===== src/rtl/flip_pkg.sv =====
// rtl/flip_pkg.sv - shared widths and state encoding for the bottle-flip game
package flip_pkg;
  localparam int POWER_W      = 6;
  localparam int ANGLE_W      = 4;
  localparam int SCORE_DIGITS = 4;

  typedef enum logic [2:0] {
    ST_IDLE   = 3'd0,
    ST_CHARGE = 3'd1,
    ST_FLIGHT = 3'd2,
    ST_LAND   = 3'd3,
    ST_RESULT = 3'd4
  } state_e;
endpackage


===== src/rtl/bcd_counter4.sv =====
// rtl/bcd_counter4.sv - multi-digit BCD incrementer, wraps from all-nines to zero
module bcd_counter4
  import flip_pkg::*;
(
  input  logic                      clk_i,
  input  logic                      clr_ni,
  input  logic                      inc_i,
  output logic [4*SCORE_DIGITS-1:0] bcd_o
);

  logic [4*SCORE_DIGITS-1:0] bcd_q, bcd_d;
  logic                      carry;

  // Ripple the increment upward; a digit at 9 rolls to 0 and passes the carry on.
  always_comb begin
    bcd_d = bcd_q;
    carry = inc_i;
    for (int i = 0; i < SCORE_DIGITS; i++) begin
      if (carry) begin
        if (bcd_q[4*i +: 4] == 4'd9) begin
          bcd_d[4*i +: 4] = 4'd0;
        end else begin
          bcd_d[4*i +: 4] = bcd_q[4*i +: 4] + 4'd1;
          carry = 1'b0;
        end
      end
    end
  end

  always_ff @(posedge clk_i or negedge clr_ni) begin
    if (!clr_ni) bcd_q <= '0;
    else         bcd_q <= bcd_d;
  end

  assign bcd_o = bcd_q;

endmodule


===== src/rtl/flip_game_ctrl.sv =====
// rtl/flip_game_ctrl.sv - throw sequencer: charge, flight, land, result; owns all game state
module flip_game_ctrl
  import flip_pkg::*;
#(
  parameter int MAX_POWER   = 63,
  parameter int WIN_LO      = 28,
  parameter int WIN_HI      = 36,
  parameter int SHOW_FRAMES = 60
) (
  input  logic                      clk,
  input  logic                      clr,
  input  logic                      frame_tick,
  input  logic                      btn,
  output logic [2:0]                state,
  output logic [POWER_W-1:0]        power,
  output logic [ANGLE_W-1:0]        angle,
  output logic [4*SCORE_DIGITS-1:0] score_bcd,
  output logic                      hit,
  output logic                      miss
);

  localparam int FRAME_W = $clog2(SHOW_FRAMES + 1);
  localparam logic [POWER_W-1:0] MAX_P    = POWER_W'(MAX_POWER);
  localparam logic [POWER_W-1:0] WIN_LO_P = POWER_W'(WIN_LO);
  localparam logic [POWER_W-1:0] WIN_HI_P = POWER_W'(WIN_HI);
  localparam logic [FRAME_W-1:0] LAST_F   = FRAME_W'(SHOW_FRAMES - 1);

  state_e               state_q, state_d;
  logic [POWER_W-1:0]   power_q, power_d;
  logic [POWER_W-1:0]   flight_q, flight_d;
  logic [ANGLE_W-1:0]   angle_q, angle_d;
  logic [FRAME_W-1:0]   frame_q, frame_d;
  logic                 hit_q, hit_d, miss_q, miss_d;
  logic                 win, score_inc;

  assign win = (power_q >= WIN_LO_P) && (power_q <= WIN_HI_P);

  always_comb begin
    state_d   = state_q;
    power_d   = power_q;
    flight_d  = flight_q;
    angle_d   = angle_q;
    frame_d   = frame_q;
    hit_d     = 1'b0;
    miss_d    = 1'b0;
    score_inc = 1'b0;
    case (state_q)
      ST_IDLE: begin
        if (btn) begin
          state_d = ST_CHARGE;
          power_d = '0;
        end
      end
      ST_CHARGE: begin
        // Release takes priority over a coincident frame tick.
        if (!btn) begin
          if (power_q == '0) begin
            state_d = ST_IDLE;
          end else begin
            state_d  = ST_FLIGHT;
            flight_d = power_q;
          end
        end else if (frame_tick && (power_q < MAX_P)) begin
          power_d = power_q + 1'b1;
        end
      end
      ST_FLIGHT: begin
        if (frame_tick) begin
          angle_d  = angle_q + 1'b1;
          flight_d = flight_q - 1'b1;
          if (flight_q == POWER_W'(1)) state_d = ST_LAND;
        end
      end
      ST_LAND: begin
        state_d = ST_RESULT;
        frame_d = '0;
        if (win) begin
          hit_d     = 1'b1;
          score_inc = 1'b1;
          angle_d   = '0;
        end else begin
          miss_d = 1'b1;
        end
      end
      ST_RESULT: begin
        if (frame_tick) begin
          if (frame_q == LAST_F) begin
            state_d = ST_IDLE;
            power_d = '0;
            angle_d = '0;
            frame_d = '0;
          end else begin
            frame_d = frame_q + 1'b1;
          end
        end
      end
      default: state_d = ST_IDLE;
    endcase
  end

  always_ff @(posedge clk or negedge clr) begin
    if (!clr) begin
      state_q  <= ST_IDLE;
      power_q  <= '0;
      flight_q <= '0;
      angle_q  <= '0;
      frame_q  <= '0;
      hit_q    <= 1'b0;
      miss_q   <= 1'b0;
    end else begin
      state_q  <= state_d;
      power_q  <= power_d;
      flight_q <= flight_d;
      angle_q  <= angle_d;
      frame_q  <= frame_d;
      hit_q    <= hit_d;
      miss_q   <= miss_d;
    end
  end

  bcd_counter4 u_score (
    .clk_i  (clk),
    .clr_ni (clr),
    .inc_i  (score_inc),
    .bcd_o  (score_bcd)
  );

  assign state = state_q;
  assign power = power_q;
  assign angle = angle_q;
  assign hit   = hit_q;
  assign miss  = miss_q;

endmodule


===== config.mk =====
export PLATFORM = sky130hd
export DESIGN_NAME = flip_game_ctrl
export DESIGN_NICKNAME = d
export VERILOG_FILES = /design/src/rtl/flip_pkg.sv /design/src/rtl/bcd_counter4.sv /design/src/rtl/flip_game_ctrl.sv
export SDC_FILE = /design/constraint.sdc
export NUM_CORES = 1
export LEC_CHECK = 0
export ABC_AREA = 1
export BUFFER_PORTS_ARGS = -buffer_cell sky130_fd_sc_hd__buf_2
export CAP_MARGIN = 25
export CORE_AREA = 10 10 74 92
export DETAILED_ROUTE_END_ITERATION = 8
export DIE_AREA = 0 0 84 102
export GPL_TIMING_DRIVEN = 0
export PLACE_DENSITY = 0.76
export REMOVE_ABC_BUFFERS = 1
export SKIP_CTS_REPAIR_TIMING = 1
export SYNTH_ARGS = -nofsm -noshare
export SYNTH_HDL_FRONTEND = slang
export SYNTH_SLANG_ARGS = --single-unit
export TNS_END_PERCENT = 5

===== constraint.sdc =====
create_clock -name clk -period 1.3 [get_ports clk]
set_input_delay 0.13 -clock clk [delete_from_list [all_inputs] [get_ports clk]]
set_output_delay 0.13 -clock clk [all_outputs]
set_load 0.02 [all_outputs]

# Word-level counts from Yosys, hierarchy flattened
# Cells that the tools add are included.
op_classes:
  n_addsub: 8
  reduce_logical: 13
  mux: 40
  eq_ne: 20
  n_lt_le_gt_ge: 3
ops:
  columns: ["op", "n"]
  rows:
  - ["$mux 6", 10]
  - ["$mux 4", 8]
  - ["$pmux 6 s2", 2]
  - ["$add 4x1->4 const B", 5]
  - ["$ne 2x2->1 const B", 10]
  - ["$mux 3", 6]
  - ["$pmux 6 s3", 1]
  - ["$eq 4x4->1 const B", 4]
  - ["$pmux 3 s5", 1]
  - ["$add 6x1->6 const B", 2]
  - ["$pmux 4 s3", 1]
  - ["$reduce_and 6->1", 2]
  - ["$mux 1", 10]
  - ["$eq 3x2->1 const B", 2]
  - ["$eq 6x1->1 const B", 1]
  - ["$eq 6x6->1 const B", 1]
  - ["$ge 6x5->1 const B", 1]
  - ["$le 6x6->1 const B", 1]
  - ["$logic_not 6->1", 1]
  - ["$lt 6x6->1 const B", 1]
  - ["$reduce_bool 3->1", 2]
  - ["$sub 6x1->6 const B", 1]
  - ["$reduce_and 5->1", 1]
  - ["$reduce_and 4->1", 1]
  - ["7 further kinds", 9]
word_totals:
  reg_bits: 43
  output_inout_bits: 31

# Depth between registers and ports, before layout
depth:
  word_depth: 7
  mapped_depth: 11
  ltp_nobuf: 11

# Hierarchy
# From an unflattened synthesis, not the netlist that was laid out.
unflattened:
  hier_cells: 360
  hier_area_um2: 2616.3
by_module_without_submodules:
  columns: ["mod", "seq_area_each_um2", "n_inst", "cells_each", "area_each_um2"]
  rows:
  - ["flip_game_ctrl", 675.6, 1, 256, 1747.9]
  - ["bcd_counter4", 400.4, 1, 104, 868.3]

# Worst setup path after synthesis
# Ideal clock, no wire load.
synth_path:
  kind: "flip-flop to flip-flop"
  start: "register power_q[0] (netlist: power[0])"
  end: "register u_score.bcd_q[12] (netlist: u_score.bcd_o[12])"
  required_ns: 1.183
  slack_ns: -0.286
  path_stages_with_launch: 12
  period_less_slack_ns: 1.586
  setup_time_ns: 0.117
  path_buffers: 0
  arrival_ns: 1.469
  path_cell_list: "dfrtp_1 > inv_1 > ha_1 > nand2_1 > inv_1 > nand3_2 > nand2_2 > nand3_2 > nor2_4 > nand3_2 > nand2_1 > nand2_1"
synth_via:
  elab_chain_len: 7
  word_cells_on_any_way: 8
synth_rtl:
  columns: ["item", "line", "source"]
  rows:
  - ["from (decl)", "flip_game_ctrl.sv:29", "logic [POWER_W-1:0] power_q, power_d;"]
  - ["from (signal assigned)", "flip_game_ctrl.sv:112", "power_q <= power_d;"]
  - ["$ge 6x5->1 / $le 6x6->1 (equally long branches)", "flip_game_ctrl.sv:36", "assign win = (power_q >= WIN_LO_P) && (power_q <= WIN_HI_P);"]
  - ["$logic_and 1x1->1 (*)", "flip_game_ctrl.sv:36", null]
  - ["$mux 1 (*)", "flip_game_ctrl.sv:77", "if (win) begin"]
  - ["$mux 1 (*)", "flip_game_ctrl.sv:47", "case (state_q)"]
  - ["$mux 1 (*) (3 in a row)", "bcd_counter4.sv:19", "if (carry) begin"]
  - ["to (signal assigned)", "bcd_counter4.sv:31", "if (!clr_ni) bcd_q <= '0;"]
  - ["to (signal assigned)", "bcd_counter4.sv:32", "else bcd_q <= bcd_d;"]
  - ["to (decl)", "bcd_counter4.sv:11", "logic [4*SCORE_DIGITS-1:0] bcd_q, bcd_d;"]
# Every way passes the cells marked *; elsewhere a longest branch is shown, timed or not.
# A chain may end at the register's enable or synchronous reset.

# Final worst setup path
layout_path:
  start: "register power_q[1] (netlist: power[1])"
  end: "register u_score.bcd_q[15] (netlist: u_score.bcd_o[15])"
# The elaborated chain is that of the path after synthesis.

==> impl_metrics.toml <==
[timing]
fin_crit_sh_pct = 121
fmax_mhz = 638
slew_viol_final = 0
relSlewSlack_pct = 66.1
finalCriticalPeriod_ns = 1.57
whs_ns = 0.0900
worst_clock_skew_ns = 0.00829
worst_pin_slew_ns = 0.506
setup_viol = 39
rsz0062_at_grt = "yes"
hold_viol = 0
fin_ws_ns = -0.268

[worst_setup_path]
start_kind = "register"
cp_data_arrival_time_ns = 1.77
crit_path_end_kind = "register"
crit_type = "register to register"
cp.required_ns = 1.50
path_max_fanout = 4

[finish]
drive_above_1_share_pct = 30.5
num-fill-cells = 454
seqCellArea_sq_mm = 0.00108
fin_area_sq_mm = 0.00314
layout_common_cells = "nand2_1, dfrtp_1, inv_1, buf_2, o21ai_0"
antennaDiodeCount = 0
area_growth_pct = 23.0
multi_input_area_sq_mm = 0.00137
nets = 393
mostFrequentLayoutCell = "nand2_1"
layoutNonFillerInstCount = 446

[placed_design]
port_buffers = 34
place_ws_ns = -0.400
dp_cells = 422
dpl.hpwl_um = 3930
gp_congestion = 0.849
placed_area_sq_mm = 0.00276

[die]
rows = 29
chipHeight_um = 102
core_area_sq_mm = 0.00501
initial_core_util_pct = 50.9
io_pins = 35
die_area_sq_mm = 0.00857
die_w_um = 84

[clock_tree]
cts_buffers = 5
clk_pin_slew_ns = 0.09
ctsLongestPathBuffers = 2
cts_root_buffer = "clkbuf_8"
cts_tree = "yes"
insertion_delay_ns = 0.29
h-tree-depth = 2
cts_num_sinks = 43

[power_and_ir_drop]
p_seq_share_pct = 40.2
p_total_w = 0.00435
swShare_pct = 35.3
internal_power_w = 0.00281
combPwrFrac_pct = 31.5
vdd_drop_max_uv = 1020
p_per_area_mw_per_mm2 = 1390
p_switching_w = 0.00153
power_leakage_nw = 1.53
p_clk_share_pct = 28.3

[run_status]
status = "complete, but fails checks"
failed_checks = "setup timing"

[global_route]
grt_pass1_wl_um = 9050
grt_util_all_layers_pct = 12.4
grt_pass1_vias = 2161
grt_max_degree = 44
grt_overflow = 0
antenna_found_initial = 0

[job]
maxCapViolations = 0

[hold_path]
hold_path_class = "input pin to register"

[yosys]
synth_cell_types = 29
netlist_area_sq_mm = 0.00255
ys.warnings.count = 0
synth_seq_area_share_pct = 42.2
synth_edf_count = 0
synthCells = 330
synthFlopType = "dfrtp_1"
synthArstFlopShare_pct = 100
synth_area_per_cell_sq_um = 7.72
yosys_register_bits = 43

[drt]
route.detailed.drc = 0
firstDrtPassIters = 4
drt_iter0_markers = 92
routedWlPerCell_um = 12.5
drtAntennaViolNets = 0
wirelength_um = 5570
viasPerCell = 5.14
vias = 2294
[critical path, cell delays in order, from the launching register on]
cell	delay, ns
dfrtp_1	0.42
inv_2	0.09
ha_4	0.15
nand2_2	0.06
inv_2	0.05
nand3_2	0.08
nand2_4	0.10
nand3_4	0.11
nor2_4	0.14
nand3_2	0.12
nand2_1	0.10
nand2_2	0.05
[per-layer routing]
| layer | track usage, % | vias to the layer above | part of all wire, % |
|---|---|---|---|
| met3 | 3.74 | 6 | 4.6 |
| met1 | 13.6 | 1077 | 42 |
| met5 | 0 | - | 0 |
| met4 | 4.90 | 0 | 1.5 |
| met2 | 22.0 | 45 | 52 |
| li1 | - | 1166 | - |
[cell type report]
type / instances / area share [%]
flip-flops and latches: 43 / 34.5
well taps: 62 / 2.47
inverters: 47 / 5.71
clock inverters: 3 / 2.15
multi-input cells: 238 / 43.7
repair inverters: 1 / 0.239
clock buffers: 5 / 2.19
repair buffers: 47 / 9.02
[Yosys cell counts, types with 5 or more instances]
cell type,number,area share (%)
ha_1,6,2.9
nand3_1,20,3.9
inv_1,40,5.9
nor2_1,29,4.3
nand4_1,5,1.2
xor2_1,9,3.1
nand2_1,82,12
inv_2,7,1.0
a21oi_1,9,1.8
nand2_2,8,2.0
o21ai_0,33,6.5
dfrtp_1,43,42
[flip-flops by register name, indices dropped and copies added, names as in the netlist]
signal         flops
hit                1
u_score.bcd_o     16
power              6
state              3
flight_q           6
frame_q            6
angle              4
miss               1
[final timing paths]
check / start / to / depth (start not counted) / slack [ns]
worst min register to register: frame_q[1] / frame_q[1] / 2 / 0.51
worst max-delay path: power[1] / u_score.bcd_o[15] / 11 / -0.27
max in group asynchronous: clr / u_score.bcd_o[6] / 3 / 0.53
worst max register to register: power[1] / u_score.bcd_o[15] / 11 / -0.27
worst min-delay path: btn / state[0] / 3 / 0.09
min in group asynchronous: clr / flight_q[0] / 2 / 0.28
[through the flow]
step	TNS [ns]	util (%)
floorplan	-6.64	-
global placement	-9.81	55.0
detailed placement	-10.63	55.0
CTS	-11.45	57.7
global route	-11.36	62.6
finish	-6.89	62.6
[power by group through the flow]
stage,combinational (W),sequential [W],clock [W]
final,0.00137,0.00175,0.00123
after global routing,0.00154,0.00177,0.00132
after CTS,0.00111,0.00174,0.00127
after detailed placement,0.00109,0.00177,0
after global placement,0.00106,0.00176,0
after floorplan,0.000709,0.00184,0
[cell families (layout without fill, tap and decap cells)]
logic type	Yosys count	after routing	synth area share [%]
simple gates	168	170	31.6
buf+inv	51	103	8.54
compound gates	50	50	10.5
flops	43	43	42.2
xor+xnor	11	11	3.78
fa+ha+maj	6	6	2.95
mux	1	1	0.393
Power figures use the tool's default switching activity.
